[config.mk]
export PLATFORM = sky130hd
export DESIGN_NAME = pipe_ctrl_flat
export DESIGN_NICKNAME = d
export VERILOG_FILES = /design/src/rtl/pipe_ctrl_if.sv /design/src/rtl/pipe_ctrl.sv /design/src/flat_wrapper.sv
export SDC_FILE = /design/constraint.sdc
export NUM_CORES = 1
export LEC_CHECK = 0
export CAP_MARGIN = 20
export CORE_MARGIN = 3
export CORE_UTILIZATION = 47
export DETAILED_ROUTE_END_ITERATION = 10
export PLACE_DENSITY = 0.8
export SLEW_MARGIN = 20
export SYNTH_ARGS = -nofsm -noshare
export SYNTH_HDL_FRONTEND = slang
export SYNTH_SLANG_ARGS = --single-unit
[constraint.sdc]
create_clock -name clk -period 4 [get_ports clk]
set_clock_uncertainty 0.05 [all_clocks]
set_input_delay 1.2 -clock clk [delete_from_list [all_inputs] [get_ports clk]]
set_output_delay 1.2 -clock clk [all_outputs]
set_load 0.05 [all_outputs]
[src/rtl/pipe_ctrl_if.sv]
// Control bundle between the pipeline datapath and the hazard/sequencing controller.
// The controller takes the master modport; the datapath side (or a bench) takes slave.
`ifndef PIPE_CTRL_DEFS
`define PIPE_CTRL_DEFS
`define REG_IDX_W 5
`define DEST_SRC_W 2
`define DEST_SRC_MEM 2'd1
`endif

interface pipe_ctrl_if #(
    parameter int CNT_W = 16
);
    logic [`REG_IDX_W-1:0]  id_rs1;
    logic [`REG_IDX_W-1:0]  id_rs2;
    logic                   id_use_rs1;
    logic                   id_use_rs2;
    logic [`DEST_SRC_W-1:0] ex_dest_src;
    logic [`REG_IDX_W-1:0]  ex_dest_reg;
    logic                   ex_br_taken;
    logic                   ex_mc;
    logic                   mc_done;
    logic                   mc_start;
    logic                   stall_if;
    logic                   stall_id;
    logic                   stall_ex;
    logic                   clr_id;
    logic                   clr_ex;
    logic                   clr_mem;
    logic                   mc_err;
    logic [CNT_W-1:0]       stall_cnt;
    logic [CNT_W-1:0]       flush_cnt;

    modport master (
        input  id_rs1, id_rs2, id_use_rs1, id_use_rs2,
        input  ex_dest_src, ex_dest_reg, ex_br_taken, ex_mc, mc_done,
        output mc_start, stall_if, stall_id, stall_ex,
        output clr_id, clr_ex, clr_mem, mc_err, stall_cnt, flush_cnt
    );

    modport slave (
        output id_rs1, id_rs2, id_use_rs1, id_use_rs2,
        output ex_dest_src, ex_dest_reg, ex_br_taken, ex_mc, mc_done,
        input  mc_start, stall_if, stall_id, stall_ex,
        input  clr_id, clr_ex, clr_mem, mc_err, stall_cnt, flush_cnt
    );
endinterface

[src/rtl/pipe_ctrl.sv]
// Hazard and sequencing controller for the 5-stage pipeline: load-use bubbles,
// taken-branch flushes, multi-cycle unit start/done/timeout, and perf counters.
`ifndef PIPE_CTRL_DEFS
`define PIPE_CTRL_DEFS
`define REG_IDX_W 5
`define DEST_SRC_W 2
`define DEST_SRC_MEM 2'd1
`endif

module pipe_ctrl #(
    parameter int MC_TIMEOUT = 64,
    parameter int CNT_W      = 16
) (
    input  logic          clk,
    input  logic          clr,
    pipe_ctrl_if.master   bus
);
    localparam int TW = $clog2(MC_TIMEOUT) + 1;

    typedef enum logic {
        RUN,
        MC_WAIT
    } state_t;

    state_t            state_q, state_d;
    logic [TW-1:0]     tcnt_q, tcnt_d;
    logic              err_q, err_d;
    logic [CNT_W-1:0]  stall_cnt_q, stall_cnt_d;
    logic [CNT_W-1:0]  flush_cnt_q, flush_cnt_d;

    logic load_use;
    logic timeout_now;
    logic mc_start, stall_if, stall_id, stall_ex, clr_id, clr_ex, clr_mem;

    assign load_use = (bus.ex_dest_src == `DEST_SRC_MEM) && (bus.ex_dest_reg != '0) &&
                      ((bus.id_use_rs1 && (bus.id_rs1 == bus.ex_dest_reg)) ||
                       (bus.id_use_rs2 && (bus.id_rs2 == bus.ex_dest_reg)));

    // Timeout is reported in the cycle it happens, not just from the next one.
    assign timeout_now = !clr && (state_q == MC_WAIT) && !bus.mc_done &&
                         (tcnt_q >= TW'(MC_TIMEOUT));

    always_ff @(posedge clk) begin
        if (clr) begin
            state_q     <= RUN;
            tcnt_q      <= '0;
            err_q       <= 1'b0;
            stall_cnt_q <= '0;
            flush_cnt_q <= '0;
        end else begin
            state_q     <= state_d;
            tcnt_q      <= tcnt_d;
            err_q       <= err_d;
            stall_cnt_q <= stall_cnt_d;
            flush_cnt_q <= flush_cnt_d;
        end
    end

    always_comb begin
        state_d     = state_q;
        tcnt_d      = tcnt_q;
        err_d       = err_q | timeout_now;
        stall_cnt_d = stall_cnt_q;
        flush_cnt_d = flush_cnt_q;
        mc_start    = 1'b0;
        stall_if    = 1'b0;
        stall_id    = 1'b0;
        stall_ex    = 1'b0;
        clr_id      = 1'b0;
        clr_ex      = 1'b0;
        clr_mem     = 1'b0;

        if (clr) begin
            clr_id  = 1'b1;
            clr_ex  = 1'b1;
            clr_mem = 1'b1;
        end else begin
            unique case (state_q)
                RUN: begin
                    if (bus.ex_br_taken) begin
                        clr_id = 1'b1;
                        clr_ex = 1'b1;
                        if (flush_cnt_q != {CNT_W{1'b1}})
                            flush_cnt_d = flush_cnt_q + CNT_W'(1);
                    end else if (bus.ex_mc) begin
                        mc_start = 1'b1;
                        stall_if = 1'b1;
                        stall_id = 1'b1;
                        stall_ex = 1'b1;
                        clr_mem  = 1'b1;
                        state_d  = MC_WAIT;
                        tcnt_d   = TW'(1);
                    end else if (load_use) begin
                        stall_if = 1'b1;
                        stall_id = 1'b1;
                        clr_ex   = 1'b1;
                    end
                end
                MC_WAIT: begin
                    // Done and timeout both release EX so its result moves on to MEM.
                    if (bus.mc_done || timeout_now) begin
                        state_d = RUN;
                    end else begin
                        stall_if = 1'b1;
                        stall_id = 1'b1;
                        stall_ex = 1'b1;
                        clr_mem  = 1'b1;
                        tcnt_d   = tcnt_q + TW'(1);
                    end
                end
                default: state_d = RUN;
            endcase

            if (stall_if && (stall_cnt_q != {CNT_W{1'b1}}))
                stall_cnt_d = stall_cnt_q + CNT_W'(1);
        end
    end

    assign bus.mc_start  = mc_start;
    assign bus.stall_if  = stall_if;
    assign bus.stall_id  = stall_id;
    assign bus.stall_ex  = stall_ex;
    assign bus.clr_id    = clr_id;
    assign bus.clr_ex    = clr_ex;
    assign bus.clr_mem   = clr_mem;
    assign bus.mc_err    = err_q | timeout_now;
    assign bus.stall_cnt = stall_cnt_q;
    assign bus.flush_cnt = flush_cnt_q;
endmodule

[src/flat_wrapper.sv]
// flat-port wrapper written by rule: the top's interface ports become plain ports
module pipe_ctrl_flat 
#(
    parameter int MC_TIMEOUT = 64,
    parameter int CNT_W      = 16
)
  (clk, clr, bus_id_rs1, bus_id_rs2, bus_id_use_rs1, bus_id_use_rs2, bus_ex_dest_src, bus_ex_dest_reg, bus_ex_br_taken, bus_ex_mc, bus_mc_done, bus_mc_start, bus_stall_if, bus_stall_id, bus_stall_ex, bus_clr_id, bus_clr_ex, bus_clr_mem, bus_mc_err, bus_stall_cnt, bus_flush_cnt);
  pipe_ctrl_if #(.CNT_W(CNT_W)) bus_i ();
  input  logic clk;
  input  logic clr;
  input wire logic [$bits(bus_i.id_rs1)-1:0] bus_id_rs1;
  input wire logic [$bits(bus_i.id_rs2)-1:0] bus_id_rs2;
  input wire logic [$bits(bus_i.id_use_rs1)-1:0] bus_id_use_rs1;
  input wire logic [$bits(bus_i.id_use_rs2)-1:0] bus_id_use_rs2;
  input wire logic [$bits(bus_i.ex_dest_src)-1:0] bus_ex_dest_src;
  input wire logic [$bits(bus_i.ex_dest_reg)-1:0] bus_ex_dest_reg;
  input wire logic [$bits(bus_i.ex_br_taken)-1:0] bus_ex_br_taken;
  input wire logic [$bits(bus_i.ex_mc)-1:0] bus_ex_mc;
  input wire logic [$bits(bus_i.mc_done)-1:0] bus_mc_done;
  output wire logic [$bits(bus_i.mc_start)-1:0] bus_mc_start;
  output wire logic [$bits(bus_i.stall_if)-1:0] bus_stall_if;
  output wire logic [$bits(bus_i.stall_id)-1:0] bus_stall_id;
  output wire logic [$bits(bus_i.stall_ex)-1:0] bus_stall_ex;
  output wire logic [$bits(bus_i.clr_id)-1:0] bus_clr_id;
  output wire logic [$bits(bus_i.clr_ex)-1:0] bus_clr_ex;
  output wire logic [$bits(bus_i.clr_mem)-1:0] bus_clr_mem;
  output wire logic [$bits(bus_i.mc_err)-1:0] bus_mc_err;
  output wire logic [$bits(bus_i.stall_cnt)-1:0] bus_stall_cnt;
  output wire logic [$bits(bus_i.flush_cnt)-1:0] bus_flush_cnt;
  assign bus_i.id_rs1 = bus_id_rs1;
  assign bus_i.id_rs2 = bus_id_rs2;
  assign bus_i.id_use_rs1 = bus_id_use_rs1;
  assign bus_i.id_use_rs2 = bus_id_use_rs2;
  assign bus_i.ex_dest_src = bus_ex_dest_src;
  assign bus_i.ex_dest_reg = bus_ex_dest_reg;
  assign bus_i.ex_br_taken = bus_ex_br_taken;
  assign bus_i.ex_mc = bus_ex_mc;
  assign bus_i.mc_done = bus_mc_done;
  assign bus_mc_start = bus_i.mc_start;
  assign bus_stall_if = bus_i.stall_if;
  assign bus_stall_id = bus_i.stall_id;
  assign bus_stall_ex = bus_i.stall_ex;
  assign bus_clr_id = bus_i.clr_id;
  assign bus_clr_ex = bus_i.clr_ex;
  assign bus_clr_mem = bus_i.clr_mem;
  assign bus_mc_err = bus_i.mc_err;
  assign bus_stall_cnt = bus_i.stall_cnt;
  assign bus_flush_cnt = bus_i.flush_cnt;
  pipe_ctrl #(.MC_TIMEOUT(MC_TIMEOUT), .CNT_W(CNT_W)) u_core (.clk(clk), .clr(clr), .bus(bus_i));
endmodule
After elaboration in Yosys (flattened, before gate mapping). Cells that the tools add are included.

Output and inout bits: 40. Register bits: 41.

Eq/ne operators: 8. Reductions and logical operators: 15. Add/sub/neg operators: 3. $lt $le $gt $ge: 1. Muxes and demuxes: 26. Bitwise logic cells: 2.

Operators by type and width (count): 16-bit by 1-bit adder with 16-bit output (second input constant) (2); 16-bit inequality test (second input constant) (2); 7-bit 2-to-1 mux (3); 1-bit 2-to-1 mux (20); 7-bit case mux with 2 select lines (1); 5-bit == test (2); 1-bit logical AND (8); 7-bit by 1-bit adder with 7-bit output (second input constant) (1); 7-bit >= comparator (second input constant) (1); 2-bit inequality test (second input constant) (3); 3-bit AND reduction (2); 5-bit nonzero test (1); 1-bit case mux with 2 select lines (2); 2-bit by 1-bit == test with 1-bit output (second input constant) (1); 1-bit logical NOT (2); 1-bit logical OR (2); 1-bit NOT (1); 1-bit OR (1).

Logic depth before layout (Yosys ltp).
Word-level depth: 10. Depth in mapped cells: 9. Gate-level depth less buffers: 7.

Worst setup path after synthesis. Ideal clock, no wire load.

Path type: in2out. Start: input bus_ex_dest_reg[1]. End: output bus_stall_if. Stages: 8. Path buffers: 3. Slack: -0.336 ns. Arrival: 3.086 ns. Cell sequence: xnor2_1 -> nand4_1 -> o22ai_2 -> a31oi_4 -> buf_6 -> buf_8 -> nor2_1 -> buf_4.

Word-level cells in the longest chain between the ends: 10. Elaborated cells between the ends (all ways): 14. Classes of those cells: eq/ne (2); mux (6); reduce/logical (6).

RTL lines: start, declared (RTL line flat_wrapper.sv:16) `input wire logic [$bits(bus_i.ex_dest_reg)-1:0] bus_ex_dest_reg;`; 5-bit == test (on tied branches) (RTL line pipe_ctrl.sv:36, pipe_ctrl.sv:37); 1-bit logical AND (on tied branches) (RTL line pipe_ctrl.sv:36, pipe_ctrl.sv:37); 1-bit logical OR (RTL line pipe_ctrl.sv:36) `((bus.id_use_rs1 && (bus.id_rs1 == bus.ex_dest_reg)) ||`; 1-bit logical AND * (RTL line pipe_ctrl.sv:35) `` assign load_use = (bus.ex_dest_src == `DEST_SRC_MEM) && (bus.ex_dest_reg != '0) && ``; 1-bit 2-to-1 mux * (RTL line pipe_ctrl.sv:93) `end else if (load_use) begin`; 1-bit 2-to-1 mux * (RTL line pipe_ctrl.sv:85) `end else if (bus.ex_mc) begin`; 1-bit 2-to-1 mux * (RTL line pipe_ctrl.sv:80) `if (bus.ex_br_taken) begin`; 1-bit case mux with 2 select lines * (RTL line pipe_ctrl.sv:78) `unique case (state_q)`; 1-bit 2-to-1 mux * (2 in a row) (RTL line pipe_ctrl.sv:73) `if (clr) begin`; end, declared (RTL line flat_wrapper.sv:21) `output wire logic [$bits(bus_i.stall_if)-1:0] bus_stall_if;`.

Every way passes the cells marked *; elsewhere a longest branch is shown, timed or not. The select of a mux whose other input is x is not followed.

Final worst setup path.
Start: input bus_ex_dest_reg[1]. End: output bus_clr_ex.

Word-level cells in the longest chain between the ends: 9. Elaborated cells between the ends (all ways): 13. Classes of those cells: eq/ne (2); mux (5); reduce/logical (6).

RTL lines: 5-bit == test (on tied branches) (RTL line pipe_ctrl.sv:36, pipe_ctrl.sv:37); 1-bit logical AND (on tied branches) (RTL line pipe_ctrl.sv:36, pipe_ctrl.sv:37); 1-bit logical OR (RTL line pipe_ctrl.sv:36); 1-bit logical AND * (RTL line pipe_ctrl.sv:35); 1-bit 2-to-1 mux * (RTL line pipe_ctrl.sv:93); 1-bit 2-to-1 mux * (RTL line pipe_ctrl.sv:85); 1-bit 2-to-1 mux * (RTL line pipe_ctrl.sv:80); 1-bit 2-to-1 mux * (RTL line pipe_ctrl.sv:78); 1-bit 2-to-1 mux * (RTL line pipe_ctrl.sv:73); end, declared (RTL line flat_wrapper.sv:25) `output wire logic [$bits(bus_i.clr_ex)-1:0] bus_clr_ex;`.

Every way passes the cells marked *; elsewhere a longest branch is shown, timed or not.

==> impl_metrics.ini <==
[finish]
stdcell_area_um2 = 3000
num_antenna_cells = 0
instances_no_fill = 366
drive_gt1_frac = 0.123
nets = 342
fillers = 342
syn_to_final_growth_pct = 39.5

[floorplanning]
dieArea_um2 = 5420
die_h_um = 73.6
row_count = 23
core_area_um2 = 4200
io_pins = 64
die_x_um = 73.6
start_util = 0.512

[grt]
grt_pass1_wl_um = 8280
grt_pass1_vias = 1893
grt_antenna_before_repair = 0
grt_max_degree = 31
grt_usage = 0.193
grt_overflow = 0

[worst_setup_path]
crit_required_ns = 2.75
crit_type = input port to output port
cp_cell_sequence = clkdlybuf4s50_1, xnor2_1, nand4_1, o22ai_2, nand2_1, o21bai_2, buf_12
critPathMaxFanout = 2
worst_setup_path_end_kind = output port
slowest_stage = clkdlybuf4s50_1
startpoint_type = input port
max_stage_delay_ns = 0.49
worstPathArrival_ns = 2.62
cp_top_family = buffers and inverters
critPathBufInv = 2

[route]
via_per_inst = 5.65
dr.pass1.iters = 4
vias = 2067
drt_iter0_drc = 111
drcViolationCount = 0
postRouteAntennaNets = 0
wl_um = 4940
routedWlPerCell_um = 13.5

[cts]
clkSinkCount = 41
cts.clk_slew.worst_paths_ns = 0.08
cts_htree_levels = 2
cts_buffer_depth = 2
cts_tree = done
cts_buffers = 5
root_buffer = clkbuf_8
hold_buffers = 0
insertion_delay_ns = 0.29
postCtsSetupRepairBufs = 0

[placed_design]
gp_congestion = 0.759
dp_hpwl_um = 3620
post_dp_cell_area_um2 = 2890
dpl.cell_count = 358
place.port_buffers = 63

[power]
p_clk_frac = 0.344
p_sw_w = 0.000219
ir_drop_mv = 0.191
leakage_nw = 1.03
power_frac_comb = 0.163
p_int_w = 0.000634
p_seq_frac = 0.492
p_sw_frac = 0.257
pwr_density_cell_nw_per_um2 = 284

[synth]
synth_edf_count = 0
ys_seq_area_frac = 0.382
ys.flop_type = dfxtp_1
synth.distinct_cells = 46
syn-num-nets = 274
mappedNetlistArea_um2 = 2150
ys_warn_count = 0
synthCells = 247
synth_seq_cells = 41
async_flop_share = 0
syn_avg_cell_area_um2 = 8.70

[sta]
setup_viol = 0
period_needed_ns = 3.87
worst_slew_margin_rel = 0.527
finalCritPeriodShare = 0.968
rsz0062_at_grt = no
fmax_ghz = 0.258
tightest_slew_ns = 0.706
finalMaxSlewViolations = 0
hold_viol_final = 0

[job]
cap_viol_max_count = 0

[hold_path]
hold_path_class = flop to flop

[outcome]
status = finished clean
==> layout by cell type (no fill, tap or decap), types with 11 or more instances in the layout <==
cell              n
xnor2_1          15
nand2_1          19
o31ai_1          11
nor2_1           27
or4_1            12
clkdlybuf4s50_1  51
nand3_1          18
dfxtp_1          41
a21oi_1          18
==> registers in the layout, indices dropped and copies added, names as in the netlist <==
signal                count
u_core.tcnt_q             7
u_core.bus.flush_cnt     16
u_core.bus.stall_cnt     16
u_core.err_q              1
u_core.state_q            1
==> worst reg2reg max path, cell delays in order, from the launching register on <==
cell	delay, ns
dfxtp_1	0.39
ha_1	0.23
nand2_1	0.09
nor2_1	0.25
nand2_1	0.15
nor2_1	0.31
buf_4	0.32
nor4_2	0.09
mux2_4	0.30
==> cell type report <==
cell class	count	area [um^2]	area share
tap	50	62.6	0.0209
inverter	4	15.0	0.00501
clock buffer	7	96.3	0.0321
clock inverter	1	5.00	0.00167
sequential	41	821	0.274
multi-input combinational	191	1250	0.417
timing repair buffer	72	747	0.249
==> per-stage QoR <==
step | hold WS, ns | setup WS [ns] | power [W] | util | TNS (ns)
2_1_floorplan | 0.406 | 0.0272 | 0.000509 | - | 0
3_3_place_gp | 0.424 | -0.0790 | 0.000567 | 0.687 | -0.188
3_5_place_dp | 0.441 | -0.117 | 0.000568 | 0.687 | -0.281
4_1_cts | 0.451 | 0.00258 | 0.000861 | 0.713 | 0
5_1_grt | 0.472 | 0.0260 | 0.000883 | 0.714 | 0
6_report | 0.452 | 0.127 | 0.000853 | 0.714 | 0
==> routing by layer <==
metal  global-route usage  share of wire
met1                0.235           0.43
met2                0.329           0.50
met3               0.0424          0.057
met4               0.0724          0.013
met5                    0              0
==> power by group through the flow <==
stage / Combinational, W / Sequential, W / Clock, W
global route: 0.000150 / 0.000421 / 0.000313
floorplan: 0.0000683 / 0.000441 / 0
global placement: 0.000138 / 0.000429 / 0
detailed placement: 0.000139 / 0.000430 / 0
CTS: 0.000140 / 0.000420 / 0.000301
finish: 0.000139 / 0.000420 / 0.000293
==> path summary, 6_finish.rpt <==
kind                      startpoint  cells after the start  slack (ns)                 endpoint
max reg2reg  u_core.bus.stall_cnt[0]                      8        1.71  u_core.bus.stall_cnt[5]
min reg2reg         u_core.tcnt_q[1]                      2        0.45         u_core.tcnt_q[1]
min                 u_core.tcnt_q[1]                      2        0.45         u_core.tcnt_q[1]
max               bus_ex_dest_reg[1]                      7        0.13               bus_clr_ex
==> Yosys cell counts (all sizes together) (2+ instances only) <==
library cell  number  area, um^2
dfxtp             41         821
nor2              29         111
a21oi             19        98.9
nand2             19        71.3
nand3             18        90.1
xnor2             15         131
or4               12        90.1
o31ai             11        82.6
xor2              10        87.6
nand4              8        50.1
buf                6        55.1
o21ai              6        30.0
clkbuf             5        18.8
or3                5        31.3
a31oi              4        40.0
inv                4        15.0
and2               3        18.8
and3               3        18.8
and4               3        26.3
ha                 3        37.5
nor2b              3        18.8
mux2               2        30.0
nor3               2        15.0
nor4               2        25.0
==> timing repair <==
action | in CTS | in global routing
endpoints found under the setup margin | 3 | 3
cloned | 0 | 0
resized for setup | 6 | 1
pin swaps | 4 | 2
==> kinds of logic after synthesis <==
| group | count (synthesis) | synth area share |
|---|---|---|
| muxes | 3 | 0.0186 |
| buffers and inverters | 15 | 0.0413 |
| DFF | 41 | 0.382 |
| and+or+nand+nor | 112 | 0.289 |
| xor gates and xnor gates | 25 | 0.102 |
| adders and majority gates | 3 | 0.0175 |
| AOI/OAI and AO/OA | 48 | 0.150 |
Note: power is estimated with default switching activity, not from simulation.
